[src/rtl/delay_probe.sv]
// Purpose: round-trip delay probe; launches a step on probe_out and averages the echo arrival count.
// Latency: 2^LOG_SHOTS shots, each (line delay + 2 sync cycles) plus ARM/LAUNCH/NEXT overhead.
// Backpressure: none; start is ignored while busy or disabled, ena low aborts without a done pulse.
module delay_probe #(
  parameter int CNT_W     = 8,
  parameter int TIMEOUT   = 255,
  parameter int LOG_SHOTS = 2
) (
  input  logic             clk,
  input  logic             rst_n,
  input  logic             ena,
  input  logic             start,
  input  logic             echo_in,
  output logic             probe_out,
  output logic             busy,
  output logic             done,
  output logic             timeout,
  output logic [CNT_W-1:0] delay_cnt
);

  // The accumulator holds the sum of up to 2^LOG_SHOTS counts, each at most
  // TIMEOUT, so CNT_W+LOG_SHOTS bits can never overflow.
  localparam int ACC_W  = CNT_W + LOG_SHOTS;
  // A shot counter is still needed (stuck at zero) when only one shot is taken.
  localparam int SHOT_W = (LOG_SHOTS > 0) ? LOG_SHOTS : 1;

  // The phase timeout decision is taken one cycle early so the counter lands
  // exactly on TIMEOUT in the cycle the result is published.
  localparam logic [CNT_W-1:0]  CNT_LAST  = CNT_W'(TIMEOUT - 1);
  localparam logic [CNT_W-1:0]  CNT_TOP   = CNT_W'(TIMEOUT);
  localparam logic [CNT_W-1:0]  CNT_ONE   = CNT_W'(1);
  localparam logic [SHOT_W-1:0] SHOT_LAST = SHOT_W'((1 << LOG_SHOTS) - 1);
  localparam logic [SHOT_W-1:0] SHOT_ONE  = SHOT_W'(1);

  typedef enum logic [2:0] {
    S_IDLE,
    S_ARM,
    S_LAUNCH,
    S_WAIT,
    S_NEXT,
    S_DONE
  } state_t;

  state_t            state_q, state_d;
  logic [CNT_W-1:0]  cnt_q, cnt_d;
  logic [ACC_W-1:0]  acc_q, acc_d;
  logic [SHOT_W-1:0] shot_q, shot_d;
  logic              probe_q, probe_d;
  logic              busy_q, busy_d;
  logic              done_q, done_d;
  logic              timeout_q, timeout_d;
  logic [CNT_W-1:0]  dcnt_q, dcnt_d;

  // echo_in is asynchronous to clk; only echo_s_q is ever used by the FSM.
  logic              echo_meta_q, echo_meta_d;
  logic              echo_s_q, echo_s_d;

  // Two-flop synchronizer stage inputs.
  always_comb begin
    echo_meta_d = echo_in;
    echo_s_d    = echo_meta_q;
  end

  // Synchronizer flops, cleared by reset so a stale echo cannot leak into ARM.
  always_ff @(posedge clk) begin
    if (!rst_n) begin
      echo_meta_q <= 1'b0;
      echo_s_q    <= 1'b0;
    end else begin
      echo_meta_q <= echo_meta_d;
      echo_s_q    <= echo_s_d;
    end
  end

  // Next-state and next-output logic for the measurement sequencer.
  always_comb begin
    state_d   = state_q;
    cnt_d     = cnt_q;
    acc_d     = acc_q;
    shot_d    = shot_q;
    probe_d   = probe_q;
    busy_d    = busy_q;
    done_d    = 1'b0;
    timeout_d = timeout_q;
    dcnt_d    = dcnt_q;

    unique case (state_q)
      S_IDLE: begin
        probe_d = 1'b0;
        busy_d  = 1'b0;
        if (start && ena) begin
          state_d   = S_ARM;
          busy_d    = 1'b1;
          cnt_d     = '0;
          acc_d     = '0;
          shot_d    = '0;
          timeout_d = 1'b0;
        end
      end

      // Wait for the previous echo to drain before launching a new step.
      S_ARM: begin
        if (!echo_s_q) begin
          state_d = S_LAUNCH;
        end else if (cnt_q == CNT_LAST) begin
          state_d   = S_DONE;
          cnt_d     = CNT_TOP;
          done_d    = 1'b1;
          dcnt_d    = '1;
          timeout_d = 1'b1;
        end else begin
          cnt_d = cnt_q + CNT_ONE;
        end
      end

      S_LAUNCH: begin
        state_d = S_WAIT;
        probe_d = 1'b1;
        cnt_d   = '0;
      end

      // Count cycles from the step until the synchronized echo is seen.
      S_WAIT: begin
        if (echo_s_q) begin
          state_d = S_NEXT;
          probe_d = 1'b0;
          acc_d   = acc_q + ACC_W'(cnt_q);
        end else if (cnt_q == CNT_LAST) begin
          state_d   = S_DONE;
          probe_d   = 1'b0;
          cnt_d     = CNT_TOP;
          done_d    = 1'b1;
          dcnt_d    = '1;
          timeout_d = 1'b1;
        end else begin
          cnt_d = cnt_q + CNT_ONE;
        end
      end

      S_NEXT: begin
        if (shot_q == SHOT_LAST) begin
          state_d = S_DONE;
          done_d  = 1'b1;
          // Dropping the low LOG_SHOTS bits is the truncated average.
          dcnt_d  = acc_q[ACC_W-1:LOG_SHOTS];
        end else begin
          state_d = S_ARM;
          shot_d  = shot_q + SHOT_ONE;
          cnt_d   = '0;
        end
      end

      S_DONE: begin
        state_d = S_IDLE;
        busy_d  = 1'b0;
      end

      default: begin
        state_d = S_IDLE;
        probe_d = 1'b0;
        busy_d  = 1'b0;
      end
    endcase

    // Disable wins over everything: abandon the measurement silently and
    // leave the previous result and its timeout flag untouched.
    if (!ena && (state_q != S_IDLE)) begin
      state_d   = S_IDLE;
      probe_d   = 1'b0;
      busy_d    = 1'b0;
      done_d    = 1'b0;
      timeout_d = timeout_q;
      dcnt_d    = dcnt_q;
    end
  end

  // Sequencer state, datapath and registered outputs.
  always_ff @(posedge clk) begin
    if (!rst_n) begin
      state_q   <= S_IDLE;
      cnt_q     <= '0;
      acc_q     <= '0;
      shot_q    <= '0;
      probe_q   <= 1'b0;
      busy_q    <= 1'b0;
      done_q    <= 1'b0;
      timeout_q <= 1'b0;
      dcnt_q    <= '0;
    end else begin
      state_q   <= state_d;
      cnt_q     <= cnt_d;
      acc_q     <= acc_d;
      shot_q    <= shot_d;
      probe_q   <= probe_d;
      busy_q    <= busy_d;
      done_q    <= done_d;
      timeout_q <= timeout_d;
      dcnt_q    <= dcnt_d;
    end
  end

  assign probe_out = probe_q;
  assign busy      = busy_q;
  assign done      = done_q;
  assign timeout   = timeout_q;
  assign delay_cnt = dcnt_q;

endmodule

[config.mk]
export PLATFORM = sky130hd
export DESIGN_NAME = delay_probe
export DESIGN_NICKNAME = d
export VERILOG_FILES = /design/src/rtl/delay_probe.sv
export SDC_FILE = /design/constraint.sdc
export NUM_CORES = 1
export LEC_CHECK = 0
export CAP_MARGIN = 30
export CORE_AREA = 2 2 74 76
export CTS_CLUSTER_SIZE = 20
export DETAILED_ROUTE_END_ITERATION = 8
export DIE_AREA = 0 0 76 78
export GPL_TIMING_DRIVEN = 0
export MAX_ROUTING_LAYER = met4
export PLACE_DENSITY = 0.55
export SLEW_MARGIN = 20
export SYNTH_ARGS = -nofsm -noshare
export SYNTH_HDL_FRONTEND = slang
export SYNTH_SLANG_ARGS = --single-unit
[constraint.sdc]
create_clock -name clk -period 2.41 [get_ports clk]
set_clock_uncertainty 0.15 [all_clocks]
set_input_delay 0.3615 -clock clk [delete_from_list [all_inputs] [get_ports clk]]
set_output_delay 0.3615 -clock clk [all_outputs]
set_load 0.03 [all_outputs]
==> run_results.csv <==
group,metric,value,unit
synth,ys_dominant_reg_cell,"dfxtp_1",
die,io_pins,17,
worst_hold_path,whs_endpoint,"echo_s_q",
global_routing,use_met3,0.03372,
synth,synth_area,0.002007,mm²
synth,netlist_top_cells_area,"dfxtp_1, ha_1, nor2_1, a21oi_1, o221a_2",
placement,placedCellCount,328,
sta,whs,294.4,ps
die,fp.dieH,78,µm
sta,hold_viol_final,0,
sta,fin_crit_sh,0.9320,
synth,netlist.area_leader.share,0.3691,
synth,synth-seq-cells,37,
synth,yosysTopAreaCell,"dfxtp_1",
sta,drv_slew,0,
worst_setup_path,cp-end-kind,"flop",
cells_and_area,fillers,509,
synth,ys_async_sr_fraction,0,
synth,synth_area_per_cell,8.225,µm²
pwr,ir_drop,0.1791,mV
worst_setup_path,arrival,2330,ps
detailed_routing,routed_wl,4874,µm
global_routing,use_met1,0.2471,
sta,worstMarginPinSlew,613.1,ps
detailed_routing,wire_per_inst,14.46,µm
worst_setup_path,critical_path_class,"reg -> reg",
clock_tree,cts-hold-fix-buffers,0,
cells_and_area,drive_gt1_frac,0.1199,
synth,synth_cells,244,
global_routing,grt.overflow.total,0,
pwr,swShare,0.2431,
clock_tree,clkTransAtPathRegs,80,ps
detailed_routing,vias,1837,
sta,min_period,2246,ps
clock_tree,clockBufferDepth,2,
worst_setup_path,cp.required,2490,ps
global_routing,grt_pass1_wl,8259,µm
die,core_region_area,0.005042,mm²
worst_hold_path,min_path_cells,1,
worst_hold_path,hold_start,"echo_meta_q",
global_routing,track_usage,0.1782,
synth,syn_nets,261,
detailed_routing,vias_per_cell,5.451,
clock_tree,clk_latency,300,ps
synth,yosysMostFrequentCell,"dfxtp_1",
cells_and_area,antenna_cells,0,
synth,ys_seq_area_frac,0.3691,
worst_setup_path,ff2ff_path_depth,8,
cells_and_area,fin_area,0.002361,mm²
worst_setup_path,path_max_fanout,5,
die,initial_core_util,0.3980,
global_routing,first_global_vias,1635,
die,die_w,76,µm
synth,yosys_warnings,0,
cells_and_area,multi_input_area,0.001199,mm²
global_routing,busiest_layer,"met2",
detailed_routing,drt-pass1-iter-count,4,
placement,place_area,0.002235,mm²
placement,dpl.hpwl,3542,µm
cells_and_area,fin_nets,283,
global_routing,grt_max_degree,12,
placement,gp_congestion,0.8092,
sta,relSlewSlack,0.5913,
outcome,status,"finished, final reports clean",
worst_setup_path,rr_startpoint,"cnt_q[0]",
sta,rsz0062_at_grt,"false",
die,die_area,0.005928,mm²
cells_and_area,final_cells,337,
global_routing,antenna_found_initial,0,
clock_tree,cts_tree,"done",
cells_and_area,area.growth.synth_to_final,17.64,%
clock_tree,numCtsBuffers,5,
clock_tree,cts_sinks,37,
die,fp-row-count,26,
run,cap_viol_max_count,0,
synth,ys_types,46,
synth,synth_enable_flop_cells,0,
synth,synth_common_cells,"dfxtp_1, nor2_1, a21oi_1, o21ai_0",
sta,setup_viol,0,
sta,timing.fmax,0.4452,GHz
global_routing,met2_usage,0.2580,
detailed_routing,ant_nets,0,
pwr,p_switching,288.8,µW
clock_tree,cts_root_buffer,"clkbuf_8",
pwr,leakage,0.8859,nW
worst_setup_path,r2r_slack,160,ps
cells_and_area,utilization,0.4682,
detailed_routing,drt_iter0_drc,99,
detailed_routing,post-route-drc-count,0,
pwr,seq_power_share,0.520,
cells_and_area,seq_area,744.5,µm²
worst_hold_path,hold_path_class,"reg -> reg",
pwr,p_int,898.9,µW
pwr,combPwrFrac,0.069,
pwr,power.share.clock,0.412,
worst_setup_path,worst_setup_path_start_kind,"flop",
pwr,powerDensity,503.0,mW/mm²
placement,portBuffers,14,
worst_setup_path,reg2reg_to,"acc_q[8]",
clock_tree,htree_levels,2,
-- area by class of cell --
cell class,count,area share
Inverter,7,0.01113
Sequential cell,37,0.3153
Tap cell,70,0.03710
Clock inverter,1,0.002120
Buffer,12,0.02332
Clock buffer,7,0.04081
Multi-Input combinational cell,188,0.5077
Timing Repair Buffer,15,0.06253
-- worst max-delay path: stages (launching register included) --
cell and delay, ps:
dfxtp_4 370, ha_2 200, inv_1 50, fa_1 410, nand2b_4 170, a21oi_2 190, o311ai_1 140, a2111o_1 430
o21ai_0 70
-- sequential cells by signal, indices dropped and copies added (netlist names) --
name	count
delay_cnt	8
acc_q	10
echo_meta_q	1
state_q	3
timeout	1
cnt_q	8
done	1
busy	1
probe_out	1
shot_q	2
echo_s_q	1
-- per-stage QoR --
stage                     worst slack, ps  TNS (ps)  total power, mW
final                               163.9         0            1.188
after global routing                25.75         0            1.241
after CTS                           61.88         0            1.201
after detailed placement           -26.33    -26.33           0.7131
after global placement             -43.51    -43.51           0.7134
after floorplan                     233.6         0           0.6874
-- routing by layer --
| layer | vias to the layer above | wire length (µm) | share of wire |
|---|---|---|---|
| li1 | 954 | - | - |
| met1 | 838 | 2539 | 0.52 |
| met2 | 37 | 2055 | 0.42 |
| met3 | 8 | 198 | 0.041 |
| met4 | 0 | 80 | 0.016 |
| met5 | - | 0 | 0 |
-- layout by cell type, fill, tap and decap left out, types with 4 or more instances in the layout --
master	instances
o21ai_0	17
dfxtp_1	36
nor3_1	5
nand4_1	4
nand2_1	14
ha_1	10
clkbuf_1	9
o21a_1	4
nand3_1	14
a21oi_1	21
clkbuf_8	7
inv_1	7
o221a_2	8
clkdlybuf4s50_1	14
o211ai_1	4
and3_1	4
nor2_1	31
a31oi_1	7
-- power by group through the flow --
stage | Sequential, mW | Clock (mW) | Combinational (mW)
after global placement | 0.632 | 0 | 0.0813
after CTS | 0.618 | 0.502 | 0.0811
final | 0.617 | 0.489 | 0.0817
after global routing | 0.618 | 0.533 | 0.0905
after detailed placement | 0.632 | 0 | 0.0809
after floorplan | 0.633 | 0 | 0.0539
-- worst max path at each step --
stage / from / to / slack [ps] / depth (start not counted)
after global routing: cnt_q[0] / acc_q[8] / 30 / 8
after floorplan: cnt_q[0] / acc_q[8] / 230 / 8
after detailed placement: cnt_q[0] / acc_q[8] / -30 / 8
final: cnt_q[0] / acc_q[8] / 160 / 8
after global placement: cnt_q[0] / acc_q[8] / -40 / 8
after CTS: cnt_q[0] / acc_q[8] / 60 / 8
-- repair_timing --
action	4_1_cts	5_1_grt
pin swaps	0	1
buffers inserted	0	1
resized for setup	2	4
setup endpoints to repair	1	1
-- cell families (layout without fill, tap and decap cells) --
logic type,count (synthesis),count (layout),synth area share
buffers and inverters,19,42,0.04052
XOR/XNOR,3,3,0.01309
adder cells (fa/ha/maj),13,13,0.08354
flip-flops,37,37,0.3691
AO/OA/AOI/OAI,82,82,0.2756
AND/OR/NAND/NOR,90,90,0.2182
(Power assumes the default switching activity.)
